$ cat config.mk
export PLATFORM = sky130hd
export DESIGN_NAME = video_timing_gen
export DESIGN_NICKNAME = d
export VERILOG_FILES = /design/src/rtl/starsoc_params.sv /design/src/rtl/timing_axis.sv /design/src/rtl/video_timing_gen.sv
export SDC_FILE = /design/constraint.sdc
export NUM_CORES = 1
export LEC_CHECK = 0
export CORE_ASPECT_RATIO = 1.25
export CORE_MARGIN = 3
export CORE_UTILIZATION = 44
export CTS_CLUSTER_DIAMETER = 30
export DETAILED_ROUTE_END_ITERATION = 7
export PLACE_DENSITY = 0.7
export SYNTH_ARGS = -nofsm -noshare
export SYNTH_HDL_FRONTEND = slang
export SYNTH_HIERARCHICAL = 1
export SYNTH_SLANG_ARGS = --single-unit
$ cat constraint.sdc
create_clock -name p_clock -period 3.7 [get_ports p_clock]
set_input_delay 0.555 -clock p_clock [delete_from_list [all_inputs] [get_ports p_clock]]
set_output_delay 0.555 -clock p_clock [all_outputs]
set_load 0.02 [all_outputs]
$ cat src/rtl/starsoc_params.sv
// Shared SoC constants: standard 640x480@60 raster timing and sync polarity.
package starsoc_params;

  localparam int H_VISIBLE = 640;
  localparam int H_FRONT   = 16;
  localparam int H_SYNC    = 96;
  localparam int H_BACK    = 48;
  localparam int V_VISIBLE = 480;
  localparam int V_FRONT   = 10;
  localparam int V_SYNC    = 2;
  localparam int V_BACK    = 33;

  localparam int H_TOTAL = H_VISIBLE + H_FRONT + H_SYNC + H_BACK;
  localparam int V_TOTAL = V_VISIBLE + V_FRONT + V_SYNC + V_BACK;

  localparam logic SYNC_ACTIVE = 1'b0;

  localparam int COORD_W = 10;
  typedef logic [COORD_W-1:0] coord_t;

endpackage

$ cat src/rtl/timing_axis.sv
// One raster axis: a wrapping position counter plus decodes of the position it
// will hold after the next edge, so the parent can register them in step with it.
module timing_axis #(
  parameter int   VISIBLE     = starsoc_params::H_VISIBLE,
  parameter int   FRONT       = starsoc_params::H_FRONT,
  parameter int   SYNC        = starsoc_params::H_SYNC,
  parameter int   BACK        = starsoc_params::H_BACK,
  parameter logic SYNC_ACTIVE = starsoc_params::SYNC_ACTIVE
) (
  input  logic                   p_clock,
  input  logic                   reset,
  input  logic                   advance,
  output starsoc_params::coord_t count,
  output logic                   active,
  output logic                   sync,
  output logic                   wrap
);

  localparam int TOTAL      = VISIBLE + FRONT + SYNC + BACK;
  localparam int SYNC_START = VISIBLE + FRONT;
  localparam int SYNC_END   = VISIBLE + FRONT + SYNC;
  localparam starsoc_params::coord_t LAST = starsoc_params::coord_t'(TOTAL - 1);

  if (TOTAL > 1024) begin : g_total_too_large
    $error("timing_axis: total %0d exceeds 1024", TOTAL);
  end

  starsoc_params::coord_t next_count;

  assign wrap = advance && (count == LAST);

  // Next position and the decodes that will accompany it.
  always_comb begin
    next_count = count;
    if (!advance) begin
      next_count = count;
    end else if (count == LAST) begin
      next_count = {starsoc_params::COORD_W{1'b0}};
    end else begin
      next_count = count + starsoc_params::coord_t'(1);
    end
    active = (int'(next_count) < VISIBLE);
    if ((int'(next_count) >= SYNC_START) && (int'(next_count) < SYNC_END)) begin
      sync = SYNC_ACTIVE;
    end else begin
      sync = ~SYNC_ACTIVE;
    end
  end

  // Reset parks on the last position so the first edge lands on 0.
  always_ff @(posedge p_clock or posedge reset) begin
    if (reset) begin
      count <= LAST;
    end else begin
      count <= next_count;
    end
  end

endmodule

$ cat src/rtl/video_timing_gen.sv
// Free-running raster timing: pixel position, syncs, visible flag, line/frame/vblank
// strobes and a frame counter, all registered so they describe the same pixel.
module video_timing_gen #(
  parameter int   H_VISIBLE   = starsoc_params::H_VISIBLE,
  parameter int   H_FRONT     = starsoc_params::H_FRONT,
  parameter int   H_SYNC      = starsoc_params::H_SYNC,
  parameter int   H_BACK      = starsoc_params::H_BACK,
  parameter int   V_VISIBLE   = starsoc_params::V_VISIBLE,
  parameter int   V_FRONT     = starsoc_params::V_FRONT,
  parameter int   V_SYNC      = starsoc_params::V_SYNC,
  parameter int   V_BACK      = starsoc_params::V_BACK,
  parameter logic SYNC_ACTIVE = starsoc_params::SYNC_ACTIVE
) (
  input  logic        p_clock,
  input  logic        reset,
  output logic [9:0]  x,
  output logic [9:0]  y,
  output logic        hsync,
  output logic        vsync,
  output logic        video_on,
  output logic        line_start,
  output logic        frame_start,
  output logic        vblank_start,
  output logic [15:0] frame_count
);

  logic h_active, h_sync, h_wrap;
  logic v_active, v_sync, v_wrap;
  logic vblank_next;
  logic [15:0] frame_count_next;

  timing_axis #(
    .VISIBLE(H_VISIBLE), .FRONT(H_FRONT), .SYNC(H_SYNC), .BACK(H_BACK),
    .SYNC_ACTIVE(SYNC_ACTIVE)
  ) u_h_axis (
    .p_clock(p_clock), .reset(reset), .advance(1'b1),
    .count(x), .active(h_active), .sync(h_sync), .wrap(h_wrap)
  );

  timing_axis #(
    .VISIBLE(V_VISIBLE), .FRONT(V_FRONT), .SYNC(V_SYNC), .BACK(V_BACK),
    .SYNC_ACTIVE(SYNC_ACTIVE)
  ) u_v_axis (
    .p_clock(p_clock), .reset(reset), .advance(h_wrap),
    .count(y), .active(v_active), .sync(v_sync), .wrap(v_wrap)
  );

  // Strobe and counter decodes from the current counters; a frame starts exactly when both axes wrap.
  always_comb begin
    vblank_next = h_wrap && !v_wrap && (int'(y) == V_VISIBLE - 1);
    if (v_wrap) begin
      frame_count_next = frame_count + 16'd1;
    end else begin
      frame_count_next = frame_count;
    end
  end

  // Register every decoded output alongside the x/y counters.
  always_ff @(posedge p_clock or posedge reset) begin
    if (reset) begin
      hsync        <= ~SYNC_ACTIVE;
      vsync        <= ~SYNC_ACTIVE;
      video_on     <= 1'b0;
      line_start   <= 1'b0;
      frame_start  <= 1'b0;
      vblank_start <= 1'b0;
      frame_count  <= 16'd0;
    end else begin
      hsync        <= h_sync;
      vsync        <= v_sync;
      video_on     <= h_active && v_active;
      line_start   <= h_wrap;
      frame_start  <= v_wrap;
      vblank_start <= vblank_next;
      frame_count  <= frame_count_next;
    end
  end

endmodule
==> results.md <==
- Status: finished, final reports clean
- Mux cell area share after synthesis: 1.889%
- GRT Total Usage: 16.05%
- Crit-path max cell delay: between 0.5 and 0.6 ns
- Number of setup buffers added after CTS: 0
- Relative slew slack: ~45%
- Simple-gate share of the synthesized area: approximately a quarter
- Largest family of logic cells by synthesized area: simple AND/OR/NAND/NOR gates
- Delay-heaviest family, CP: simple AND/OR/NAND/NOR gates
- Worst Slack Setup Final: 0.6956 ns
- Final worst path period need: around 3.0 ns
- DP Cell Count: roughly 300
- PostCTS Resize Cnt: 0
- Synth Net Count: between 200 and 250
- Power Density: approximately 410 nW/µm²
- Critical Path AT: approximately 3.2 ns
- Final Skew: 0.008966 ns
- Setup violators final: 0
- Setup TNS Final: 0 ns
- Vias: approximately 1.6k
- CTS tree: built
- Total chip power: approximately 1.1 mW
- #FFs+latches synth: 42
- WP data required: around 4 ns
- Row count: 28
- Remaining DRCs: 0
- Final Max Slew Viols: 0
- Mapped cell area: around 2200 µm²
- Final #Nets: approximately 250
- Crit-path cells: ha_1 > or3b_4 > nor4_2 > buf_4 > and2_1 > and4_1 > and3_4 > and3_4 > xor2_2
- Clock H-tree levels: 2
- CTS buffer count: 5
- Post-DP HPWL: approximately 3.3 mm
- Clk pin slew, worst setup/hold paths: 0.08 ns
- FMAX: 0.3328 GHz
- Global route overflow: 0
- Synth top area cells: dfrtp_1 (34%), dfstp_2 (14%), xnor2_1 (7.2%), xor2_1 (3.6%), nand4_1 (3.4%)
- Synth Area per Inst: approximately 11 µm²
- Initial antenna violation count: 0
- Final Hold Fails: 0
- Clock Latency Late Sink: approximately 0.29 ns
- Period utilisation layout: 81.20%
- Finished Layout Cells: 307
- Total of max-cap violations: 0
- Worst path slowest cell: dfstp_2
- Die Y: 84.80 µm
- Main synth FF type: dfrtp_1
- Hold WC Path Type: flip-flop to flip-flop
- Critical path peak fanout: 15
- Initial Util: 45.88%
- Cell taking the most area after synthesis: dfrtp_1
- VDD IR-drop max: approximately 0.24 mV
- DRT iter0 DRCs: 97
- Share of the synthesized area in the top cell type: about a third
- Most common cell on crit path: and3_4
- Top reg by flops: frame_count
- RSZ-0062 raised after global routing: no
- Setup Crit Path Kind: flip-flop to flip-flop
- Cell count after synthesis: 202
- Largest net degree at the start of global routing: 23
- CTS Sinks: between 40 and 50
- Number of flip-flops in the largest register: 16
- Post-synthesis compound-gate area fraction: between 5 and 6%
- Synth unique cells: 53
- Die ar.: ~5900 µm²
- Port bufs: 43
- Io pins: 44
- Yosys warnings: 6
- Share of cells above drive strength 1: 14.57%
- Largest registers: frame_count x16, u_h_axis/count x10, u_v_axis/count x10
- Core Box Area: approximately 4800 µm²
- N_diodes: 0
- Number of routed nets with antenna violations: 0
- LEAKAGE: roughly 1.1 nW
- Routed WL per cell: ~14 µm
- Post-DR vias/cell: about 5.3
- Post-Synth Adder-Cell Area: 2.290%
- Number of synthesized flops with an enable pin: 0
- Critical Path End Type: flip-flop
- # hold bufs at CTS: 0
- Critical path buffer and inverter count: 1
- Worst reg2reg setup slack: just under 0.7 ns
- Post-synth top cells: dfrtp_1 (30), xnor2_1 (18), nand2_1 (15)
- Async SR Flop Fraction: between 90% and 100%
- Setup crit start kind: flip-flop
- Count leader, synth: dfrtp_1
- Post-Synth XOR/XNOR Area: 11.56%
- Die Wd: ~69 µm
- Max clock buf depth: 2
- Root buf cell: clkbuf_8
- First-pass GRT wire length: roughly 7.7 mm
- Pre-antenna DRT Iters: 4
- Worst-margin pin slew: between 0.8 and 0.9 ns
- Seq/Total Area, Yosys: between 40% and 50%
- Placer Congestion: 0.8087
- WL final: between 4 and 5 mm
- Vias in the first global route: roughly 1.6k
- Area grow syn2layout: 25.19%
- Post-Place Setup Slack: about 0.7 ns
-- final timing paths --
| kind | start | end | cells past startpoint |
|---|---|---|---|
| max reg2reg | u_h_axis/count[0]$_DFF_PP1_ | frame_count[10]$_DFFE_PP0P_ | 9 |
| min in group asynchronous | reset | u_v_axis/count[6]$_DFF_PP0_ | 2 |
| max in group asynchronous | reset | frame_count[13]$_DFFE_PP0P_ | 2 |
| min | frame_count[15]$_DFFE_PP0P_ | frame_count[15]$_DFFE_PP0P_ | 1 |
| max | u_h_axis/count[0]$_DFF_PP1_ | frame_count[10]$_DFFE_PP0P_ | 9 |
| min reg2reg | frame_count[15]$_DFFE_PP0P_ | frame_count[15]$_DFFE_PP0P_ | 1 |
-- stage by stage --
stage | instance area (µm²) | utilization, % | hold WS, ns
final | 2736 | 57.43 | 0.4778
after global routing | 2736 | 57.43 | 0.5043
after CTS | 2736 | 57.43 | 0.4799
after detailed placement | 2650 | 55.62 | 0.4691
after global placement | 2650 | 55.62 | 0.4675
after floorplan | 2186 | - | 0.3902
-- placed cells by master (no fill, tap or decap), types with 6 or more instances in the layout --
cell type / synthesis / routed
nand4_1: 12 / 12
xnor2_1: 18 / 18
xor2_1: 9 / 9
o21ai_0: 6 / 6
nand2_1: 15 / 15
clkdlybuf4s50_1: 0 / 43
dfrtp_1: 30 / 30
nand3_1: 8 / 8
inv_1: 7 / 7
dfstp_2: 12 / 12
nor2_1: 13 / 13
-- cells by family after synthesis --
kind of cell	count (synthesis)
flops	42
fa+ha+maj	4
simple gates	90
mux	4
xor+xnor	28
other cells	1
buf+inv	15
compound gates	18
-- cell type report --
type	count	area, µm²
clock buffer	6	72.57
clock inverter	2	13.76
fill	450	2028
inverter	7	26.28
multi-input combinational	145	1037
sequential	42	1066
tap	60	75.07
timing repair buffer	45	445.4
-- per-layer routing --
layer / global-route usage [%] / routed length [µm] / share of wire (%)
met5: 0 / 0 / 0
met2: 26.04 / 2103 / 48
met4: 5.861 / 46 / 1.1
met1: 21.35 / 2000 / 46
met3: 3.114 / 190 / 4.4
-- power breakdown --
part	internal [mW]	total (mW)	switching, mW
Clock	0.133	0.279	0.146
Sequential	0.519	0.582	0.0635
Combinational	0.126	0.259	0.133
No activity file was read; power rests on OpenSTA's default activity.
